## src/rtl/chunk_proc_pkg.sv

```systemverilog
// -----------------------------------------------------------------------------
// chunk_proc_pkg
// Shared definitions for the multi-chunk processor: FSM state encoding, the
// state-register width and a helper for sticky error flags.
// No ports (package).
// -----------------------------------------------------------------------------
package chunk_proc_pkg;

    localparam int STATE_W = 3;

    typedef enum logic [STATE_W-1:0] {
        ST_IDLE     = 3'd0,
        ST_DELAY    = 3'd1,
        ST_FETCH    = 3'd2,
        ST_SEND     = 3'd3,
        ST_WAIT_OUT = 3'd4
    } state_t;

    // Sticky flag update: a new set event wins over a clear in the same cycle.
    function automatic logic sticky_next(input logic flag, input logic set, input logic clr);
        return set ? 1'b1 : (clr ? 1'b0 : flag);
    endfunction

endpackage

```

## src/rtl/chunk_addr_counter.sv

```systemverilog
// -----------------------------------------------------------------------------
// chunk_addr_counter
// Nested {channel, pointer} counter walking one chunk: ptr runs 0..IO_BUFF_SIZE-1
// inside each channel, then ch advances.
// Ports:
//   clk, rst  - clock, synchronous active-high reset
//   clear     - restart at ch=0, ptr=0
//   step      - advance to the next sample position
//   ch, ptr   - current position
//   last      - current position is the final sample of the chunk
// -----------------------------------------------------------------------------
module chunk_addr_counter #(
    parameter int IO_BUFF_SIZE = 64,
    parameter int NUM_CHANNELS = 2,
    parameter int PTR_BITS     = 6,
    parameter int CH_BITS      = 1
) (
    input  logic                clk,
    input  logic                rst,
    input  logic                clear,
    input  logic                step,
    output logic [CH_BITS-1:0]  ch,
    output logic [PTR_BITS-1:0] ptr,
    output logic                last
);

    localparam logic [PTR_BITS-1:0] PTR_LAST = PTR_BITS'(IO_BUFF_SIZE - 1);
    localparam logic [CH_BITS-1:0]  CH_LAST  = CH_BITS'(NUM_CHANNELS - 1);

    logic [CH_BITS-1:0]  ch_q;
    logic [PTR_BITS-1:0] ptr_q;
    logic                ptr_wrap;

    assign ptr_wrap = (ptr_q == PTR_LAST);
    assign last     = ptr_wrap && (ch_q == CH_LAST);
    assign ch       = ch_q;
    assign ptr      = ptr_q;

    always_ff @(posedge clk) begin
        if (rst || clear) begin
            ch_q  <= '0;
            ptr_q <= '0;
        end else if (step) begin
            if (ptr_wrap) begin
                ptr_q <= '0;
                // Explicit wrap so non-power-of-two channel counts stay in range.
                ch_q  <= (ch_q == CH_LAST) ? '0 : ch_q + CH_BITS'(1);
            end else begin
                ptr_q <= ptr_q + PTR_BITS'(1);
            end
        end
    end

endmodule

```

## src/rtl/multi_chunk_processor.sv

```systemverilog
// -----------------------------------------------------------------------------
// multi_chunk_processor
// After a chunk_pulse and a fixed start delay, streams every sample of a chunk
// (NUM_CHANNELS x IO_BUFF_SIZE) from the input buffer through an external
// AXI-Stream style filter, one sample in flight at a time, and writes each
// filter result to the same {ch,ptr} address of the output buffer.
// Optional feature macro: CHUNK_PROC_BYPASS_EN adds a 'bypass' input, sampled
// at chunk start, that routes input samples straight to the output buffer.
// Ports:
//   clk, rst                  - clock, synchronous active-high reset
//   chunk_pulse               - start a chunk (ignored and flagged when busy)
//   busy, done                - activity flag, one-cycle end-of-chunk pulse
//   in_buff_addr/_sample      - input buffer read port (1-cycle read latency)
//   out_buff_addr/_sample/_we - output buffer write port
//   filt_in_*, filt_out_*     - filter stream interfaces
//   overrun, protocol_err     - sticky error flags, cleared by err_clr
// -----------------------------------------------------------------------------
module multi_chunk_processor
    import chunk_proc_pkg::*;
#(
    parameter  int SAMPLE_SIZE  = 24,
    parameter  int IO_BUFF_SIZE = 64,
    parameter  int NUM_CHANNELS = 2,
    parameter  int START_DELAY  = 64,
    localparam int PTR_BITS     = $clog2(IO_BUFF_SIZE),
    localparam int CH_BITS      = (NUM_CHANNELS > 1) ? $clog2(NUM_CHANNELS) : 1,
    localparam int ADDR_BITS    = CH_BITS + PTR_BITS
) (
    input  logic                   clk,
    input  logic                   rst,
`ifdef CHUNK_PROC_BYPASS_EN
    input  logic                   bypass,
`endif
    input  logic                   chunk_pulse,
    output logic                   busy,
    output logic                   done,
    output logic [ADDR_BITS-1:0]   in_buff_addr,
    input  logic [SAMPLE_SIZE-1:0] in_buff_sample,
    output logic [ADDR_BITS-1:0]   out_buff_addr,
    output logic [SAMPLE_SIZE-1:0] out_buff_sample,
    output logic                   out_buff_we,
    output logic                   filt_in_tvalid,
    input  logic                   filt_in_tready,
    output logic [SAMPLE_SIZE-1:0] filt_in_tdata,
    input  logic                   filt_out_tvalid,
    output logic                   filt_out_tready,
    input  logic [SAMPLE_SIZE-1:0] filt_out_tdata,
    output logic                   overrun,
    output logic                   protocol_err,
    input  logic                   err_clr
);

    localparam int DLY_BITS = $clog2(START_DELAY + 1);

    state_t                 state_q;
    logic [DLY_BITS-1:0]    dly_q;
    logic                   load_pend_q;   // SEND cycle in which the read data arrives
    logic [SAMPLE_SIZE-1:0] tdata_q;
    logic                   tvalid_q;
    logic                   out_tready_q;
    logic [ADDR_BITS-1:0]   out_addr_q;
    logic [SAMPLE_SIZE-1:0] out_data_q;
    logic                   we_q;
    logic                   done_q;
    logic                   overrun_q;
    logic                   protocol_err_q;
    logic                   bypass_mode;

    logic [CH_BITS-1:0]     ch;
    logic [PTR_BITS-1:0]    ptr;
    logic                   last;
    logic                   start;
    logic                   capture;
    logic                   byp_capture;

`ifdef CHUNK_PROC_BYPASS_EN
    logic bypass_q;
    assign bypass_mode = bypass_q;
`else
    assign bypass_mode = 1'b0;
`endif

    // A pulse coinciding with done is not a start; it must still be high next cycle.
    assign start       = (state_q == ST_IDLE) && chunk_pulse && !done_q;
    assign capture     = (state_q == ST_WAIT_OUT) && filt_out_tvalid;
    assign byp_capture = (state_q == ST_SEND) && load_pend_q && bypass_mode;

    chunk_addr_counter #(
        .IO_BUFF_SIZE (IO_BUFF_SIZE),
        .NUM_CHANNELS (NUM_CHANNELS),
        .PTR_BITS     (PTR_BITS),
        .CH_BITS      (CH_BITS)
    ) u_addr_cnt (
        .clk   (clk),
        .rst   (rst),
        .clear (start),
        .step  (capture || byp_capture),
        .ch    (ch),
        .ptr   (ptr),
        .last  (last)
    );

    always_ff @(posedge clk) begin
        if (rst) begin
            state_q        <= ST_IDLE;
            dly_q          <= '0;
            load_pend_q    <= 1'b0;
            tdata_q        <= '0;
            tvalid_q       <= 1'b0;
            out_tready_q   <= 1'b0;
            out_addr_q     <= '0;
            out_data_q     <= '0;
            we_q           <= 1'b0;
            done_q         <= 1'b0;
            overrun_q      <= 1'b0;
            protocol_err_q <= 1'b0;
`ifdef CHUNK_PROC_BYPASS_EN
            bypass_q       <= 1'b0;
`endif
        end else begin
            we_q           <= 1'b0;
            done_q         <= 1'b0;
            overrun_q      <= sticky_next(overrun_q,
                                          chunk_pulse && ((state_q != ST_IDLE) || done_q),
                                          err_clr);
            protocol_err_q <= sticky_next(protocol_err_q,
                                          filt_out_tvalid && (state_q != ST_WAIT_OUT),
                                          err_clr);
            case (state_q)
                ST_IDLE: begin
                    if (start) begin
                        state_q  <= ST_DELAY;
                        dly_q    <= DLY_BITS'(START_DELAY - 1);
`ifdef CHUNK_PROC_BYPASS_EN
                        bypass_q <= bypass;
`endif
                    end
                end
                ST_DELAY: begin
                    if (dly_q == '0) begin
                        state_q <= ST_FETCH;
                    end else begin
                        dly_q <= dly_q - DLY_BITS'(1);
                    end
                end
                ST_FETCH: begin
                    state_q     <= ST_SEND;
                    load_pend_q <= 1'b1;
                end
                ST_SEND: begin
                    if (load_pend_q) begin
                        load_pend_q <= 1'b0;
                        tdata_q     <= in_buff_sample;
                        if (bypass_mode) begin
                            out_data_q <= in_buff_sample;
                            out_addr_q <= {ch, ptr};
                            we_q       <= 1'b1;
                            done_q     <= last;
                            state_q    <= last ? ST_IDLE : ST_FETCH;
                        end else begin
                            tvalid_q <= 1'b1;
                        end
                    end else if (tvalid_q && filt_in_tready) begin
                        tvalid_q     <= 1'b0;
                        out_tready_q <= 1'b1;
                        state_q      <= ST_WAIT_OUT;
                    end
                end
                ST_WAIT_OUT: begin
                    if (filt_out_tvalid) begin
                        out_tready_q <= 1'b0;
                        out_data_q   <= filt_out_tdata;
                        out_addr_q   <= {ch, ptr};
                        we_q         <= 1'b1;
                        done_q       <= last;
                        state_q      <= last ? ST_IDLE : ST_FETCH;
                    end
                end
                default: state_q <= ST_IDLE;
            endcase
        end
    end

    assign busy            = (state_q != ST_IDLE);
    assign done            = done_q;
    assign in_buff_addr    = {ch, ptr};
    assign out_buff_addr   = out_addr_q;
    assign out_buff_sample = out_data_q;
    assign out_buff_we     = we_q;
    assign filt_in_tvalid  = tvalid_q;
    assign filt_in_tdata   = tdata_q;
    assign filt_out_tready = out_tready_q;
    assign overrun         = overrun_q;
    assign protocol_err    = protocol_err_q;

endmodule

```

## config.mk

```make
export PLATFORM = sky130hd
export DESIGN_NAME = multi_chunk_processor
export DESIGN_NICKNAME = d
export VERILOG_FILES = /design/src/rtl/chunk_proc_pkg.sv /design/src/rtl/chunk_addr_counter.sv /design/src/rtl/multi_chunk_processor.sv
export SDC_FILE = /design/constraint.sdc
export NUM_CORES = 1
export LEC_CHECK = 0
export ABC_AREA = 1
export CORE_MARGIN = 2
export CORE_UTILIZATION = 67
export DETAILED_ROUTE_END_ITERATION = 12
export DONT_BUFFER_PORTS = 1
export PLACE_DENSITY_LB_ADDON = 0.15
export SYNTH_ARGS = -nofsm -noshare
export SYNTH_HDL_FRONTEND = slang
export SYNTH_HIERARCHICAL = 1
export SYNTH_SLANG_ARGS = --single-unit
```

## constraint.sdc

```tcl
create_clock -name clk -period 4.5 [get_ports clk]
set_input_delay 0.45 -clock clk [delete_from_list [all_inputs] [get_ports clk]]
set_output_delay 0.45 -clock clk [all_outputs]
set_load 0.005 [all_outputs]
```

==> impl_metrics.xml <==
<?xml version="1.0" encoding="UTF-8"?>
<metrics>
  <group name="outcome">
    <metric name="outcome" unit="">finished, final reports clean</metric>
  </group>
  <group name="cells_and_area">
    <metric name="layout-area-overhead-vs-synth" unit="%">4.63</metric>
    <metric name="final_cell_count_no_fill" unit="">473</metric>
    <metric name="area.sequential" unit="sq um">1580</metric>
    <metric name="multi_input_combinational_cell_area" unit="sq um">1360</metric>
    <metric name="layout.cell_area.non_filler" unit="sq um">3340</metric>
    <metric name="nets" unit="">470</metric>
    <metric name="fillers" unit="">382</metric>
    <metric name="insertedDiodeCount" unit="">0</metric>
    <metric name="final_layout_size_suffix_gt1_share" unit="%">7.88</metric>
  </group>
  <group name="global_routing">
    <metric name="grt_first_pass_wirelength" unit="microns">10200</metric>
    <metric name="pin_count_of_the_biggest_net_entering_global_routing" unit="">71</metric>
    <metric name="grt_antenna_before_repair" unit="">0</metric>
    <metric name="vias_in_the_first_global_route" unit="">2291</metric>
    <metric name="grt-ovfl-total" unit="">0</metric>
    <metric name="grt.total_usage" unit="%">24.1</metric>
  </group>
  <group name="logic_synthesis">
    <metric name="synth.ff_latch_count" unit="">79</metric>
    <metric name="gate_count_after_technology_mapping" unit="">427</metric>
    <metric name="synth_nets" unit="">483</metric>
    <metric name="synthTopCellsByArea" unit="">sky130_fd_sc_hd__dfxtp_1 (50%), sky130_fd_sc_hd__nand2_1 (15%), sky130_fd_sc_hd__a21oi_1 (11%)</metric>
    <metric name="dominantRegCellSynth" unit="">sky130_fd_sc_hd__dfxtp_1</metric>
    <metric name="synth_area_per_cell" unit="sq um">7.47</metric>
    <metric name="synth_area" unit="sq um">3190</metric>
    <metric name="count_of_yosys_warnings_during_synthesis" unit="">6</metric>
    <metric name="yosysTopAreaCell" unit="">sky130_fd_sc_hd__dfxtp_1</metric>
    <metric name="fraction_of_registers_with_async_set_or_reset_after_synthesis" unit="%">0</metric>
    <metric name="synth-edff-count" unit="">0</metric>
    <metric name="synthDistinctLibCells" unit="">28</metric>
    <metric name="synth_top_area_share" unit="%">49.5</metric>
    <metric name="synth_sequential_area_ratio" unit="%">49.5</metric>
  </group>
  <group name="setup_path">
    <metric name="worstSetupEndpointType" unit="">flip-flop</metric>
    <metric name="critPathSlowestCell" unit="">sky130_fd_sc_hd__dfxtp_1</metric>
    <metric name="cp.arrival" unit="ps">2630</metric>
    <metric name="timing.critical_path.cells" unit="">nand4_2, nand2_1, nor2_2, nand3_1, nand2_1, inv_2, nor2_1</metric>
    <metric name="critical_path_required" unit="ps">4750</metric>
    <metric name="cp_top_family" unit="">simple AND/OR/NAND/NOR gates</metric>
    <metric name="critPathMostFrequentCell" unit="">sky130_fd_sc_hd__nand2_1</metric>
    <metric name="critPathBufInv" unit="">1</metric>
    <metric name="crit_path_max_fanout" unit="">27</metric>
    <metric name="slowest_delay" unit="ps">920</metric>
    <metric name="path_class" unit="">flip-flop to flip-flop</metric>
    <metric name="startpoint_class_of_the_critical_path" unit="">flip-flop</metric>
  </group>
  <group name="place">
    <metric name="gp_congestion" unit="">0.815</metric>
    <metric name="placedCellCount" unit="">457</metric>
    <metric name="place_area" unit="sq um">3130</metric>
    <metric name="place.detailed.hpwl" unit="microns">4350</metric>
    <metric name="count_of_input_and_output_buffers" unit="">0</metric>
  </group>
  <group name="floorplan">
    <metric name="die_width" unit="microns">73.0</metric>
    <metric name="die_height" unit="microns">73.0</metric>
    <metric name="design.die.area" unit="sq um">5330</metric>
    <metric name="core" unit="sq um">4660</metric>
    <metric name="num_rows" unit="">25</metric>
    <metric name="ioPinCount" unit="">123</metric>
    <metric name="initial_utilization" unit="%">68.5</metric>
  </group>
  <group name="timing">
    <metric name="timing.clock.skew" unit="ps">8.24</metric>
    <metric name="fmaxAchievable" unit="MHz">420</metric>
    <metric name="tns" unit="ps">0</metric>
    <metric name="post-route-min-period" unit="ps">2380</metric>
    <metric name="tightest_slew" unit="ps">895</metric>
    <metric name="grt_setup_unrepaired" unit="">no</metric>
    <metric name="final_max_tran_viols" unit="">0</metric>
    <metric name="hold_viol" unit="">0</metric>
    <metric name="max-slew-margin-rel" unit="%">40.2</metric>
    <metric name="total_setup_violations_reported_at_the_end_of_the_flow" unit="">0</metric>
    <metric name="timing.final.crit_share" unit="%">52.9</metric>
  </group>
  <group name="pwr">
    <metric name="ir_drop" unit="uV">399</metric>
    <metric name="total_power" unit="mW">1.69</metric>
    <metric name="cellLeakagePower" unit="nW">1.24</metric>
    <metric name="power.density_cell_area" unit="nW/um^2">505</metric>
  </group>
  <group name="routing">
    <metric name="total_detailed_routing_wirelength" unit="microns">6520</metric>
    <metric name="detail-route-antenna-nets" unit="">0</metric>
    <metric name="route.detailed.drc" unit="">0</metric>
    <metric name="number_of_vias_per_cell" unit="">5.70</metric>
    <metric name="post_drt_wl_per_cell" unit="microns">13.8</metric>
    <metric name="drt-initial-drc-count" unit="">195</metric>
    <metric name="detailedRoute.firstPassIterationCount" unit="">5</metric>
    <metric name="routed-via-count" unit="">2695</metric>
  </group>
  <group name="clock_network">
    <metric name="clk_pin_slew_worst_paths" unit="ps">80</metric>
    <metric name="ctsHoldBuffers" unit="">0</metric>
    <metric name="cts.sink_count" unit="">79</metric>
    <metric name="clock_tree.root_cell" unit="">sky130_fd_sc_hd__clkbuf_8</metric>
    <metric name="cts_tree" unit="">built</metric>
    <metric name="total_of_cells_resized_after_clock_tree_synthesis" unit="">0</metric>
    <metric name="number_of_h_tree_levels" unit="">3</metric>
    <metric name="clkLatencyLatePin" unit="ps">340</metric>
    <metric name="postCtsSetupBuffers" unit="">0</metric>
    <metric name="cts_buffer_depth" unit="">2</metric>
    <metric name="number_of_cts_inserted_buffers" unit="">9</metric>
  </group>
  <group name="worst_hold_path">
    <metric name="hold_path.class" unit="">input port to flip-flop</metric>
  </group>
  <group name="job">
    <metric name="drv.max_cap_violation_count" unit="">0</metric>
  </group>
</metrics>
[registers in the layout, indices dropped and copies added (netlist names), 3 cells and up]
| name | cells |
|---|---|
| out_buff_sample | 24 |
| state_q | 3 |
| u_addr_cnt/ptr | 6 |
| out_buff_addr | 7 |
| dly_q | 7 |
| filt_in_tdata | 24 |
[synth_stat cells, types with 3 or more instances]
master                     number
sky130_fd_sc_hd__buf_2          8
sky130_fd_sc_hd__inv_1         26
sky130_fd_sc_hd__nor2_1        20
sky130_fd_sc_hd__o21ai_0        3
sky130_fd_sc_hd__clkbuf_1      11
sky130_fd_sc_hd__nor3_1         7
sky130_fd_sc_hd__buf_6          4
sky130_fd_sc_hd__nand3_1       39
sky130_fd_sc_hd__nor2_2         4
sky130_fd_sc_hd__dfxtp_1       79
sky130_fd_sc_hd__nand2_1      127
sky130_fd_sc_hd__nand2_2        3
sky130_fd_sc_hd__nand4_1        6
sky130_fd_sc_hd__inv_2          6
sky130_fd_sc_hd__a21oi_1       69
[routing by layer]
metal  wire [microns]  GRT usage, %
met5                0             0
met3              512          7.32
met4               91          9.88
met2             3100          40.0
met1             2820          29.0
[final cells by class]
class / count / area share [%]
multi-input cells: 292 / 40.6
inverters: 32 / 3.60
well taps: 54 / 2.02
clock inverters: 5 / 1.87
flip-flops and latches: 79 / 47.4
clock buffers: 11 / 4.53
[stage by stage]
stage                     worst slack, ps  hold slack [ps]  utilization, %
after floorplan                      2900              442               -
after global placement               2180              465            67.1
after detailed placement             2150              468            67.1
after CTS                            2130              160            71.7
after global routing                 1830              143            71.7
final                                2120              176            71.7
[power by group]
group | switching (mW) | total [mW] | internal [mW] | leakage, nW
Sequential | 0.0697 | 0.815 | 0.746 | 0.639
Combinational | 0.208 | 0.322 | 0.114 | 0.501
Clock | 0.258 | 0.548 | 0.291 | 0.103
Total | 0.535 | 1.69 | 1.15 | 1.24
[placed cells by master, fill, tap and decap left out, types with 2 or more instances in the layout]
| cell type | n |
|---|---|
| sky130_fd_sc_hd__nand2_1 | 127 |
| sky130_fd_sc_hd__dfxtp_1 | 79 |
| sky130_fd_sc_hd__a21oi_1 | 69 |
| sky130_fd_sc_hd__nand3_1 | 39 |
| sky130_fd_sc_hd__inv_1 | 26 |
| sky130_fd_sc_hd__nor2_1 | 20 |
| sky130_fd_sc_hd__clkbuf_8 | 11 |
| sky130_fd_sc_hd__nor3_1 | 7 |
| sky130_fd_sc_hd__inv_2 | 6 |
| sky130_fd_sc_hd__nand4_1 | 6 |
| sky130_fd_sc_hd__nor2_2 | 4 |
| sky130_fd_sc_hd__nand2_2 | 3 |
| sky130_fd_sc_hd__o21ai_0 | 3 |
| sky130_fd_sc_hd__or2_1 | 2 |
| sky130_fd_sc_hd__ha_1 | 2 |
| sky130_fd_sc_hd__clkinvlp_4 | 2 |
| sky130_fd_sc_hd__inv_6 | 2 |
[final timing paths]
| path | from | to | slack (ps) | depth (start not counted) |
|---|---|---|---|---|
| worst min register to register | filt_in_tdata[19] | filt_in_tdata[19] | 480 | 2 |
| worst max-delay path | load_pend_q | state_q[1] | 2120 | 7 |
| worst min-delay path | rst | protocol_err | 180 | 1 |
| worst max register to register | load_pend_q | state_q[1] | 2120 | 7 |
[cells by family after synthesis]
| family | after synthesis | synth area share, % |
|---|---|---|
| AND/OR/NAND/NOR | 213 | 29.2 |
| flip-flops | 79 | 49.5 |
| AO/OA/AOI/OAI | 75 | 11.9 |
| buffers and inverters | 56 | 7.96 |
| adder cells (fa/ha/maj) | 2 | 0.784 |
| XOR/XNOR | 1 | 0.274 |
| multiplexers | 1 | 0.314 |
Note: power is estimated with default switching activity, not from simulation.
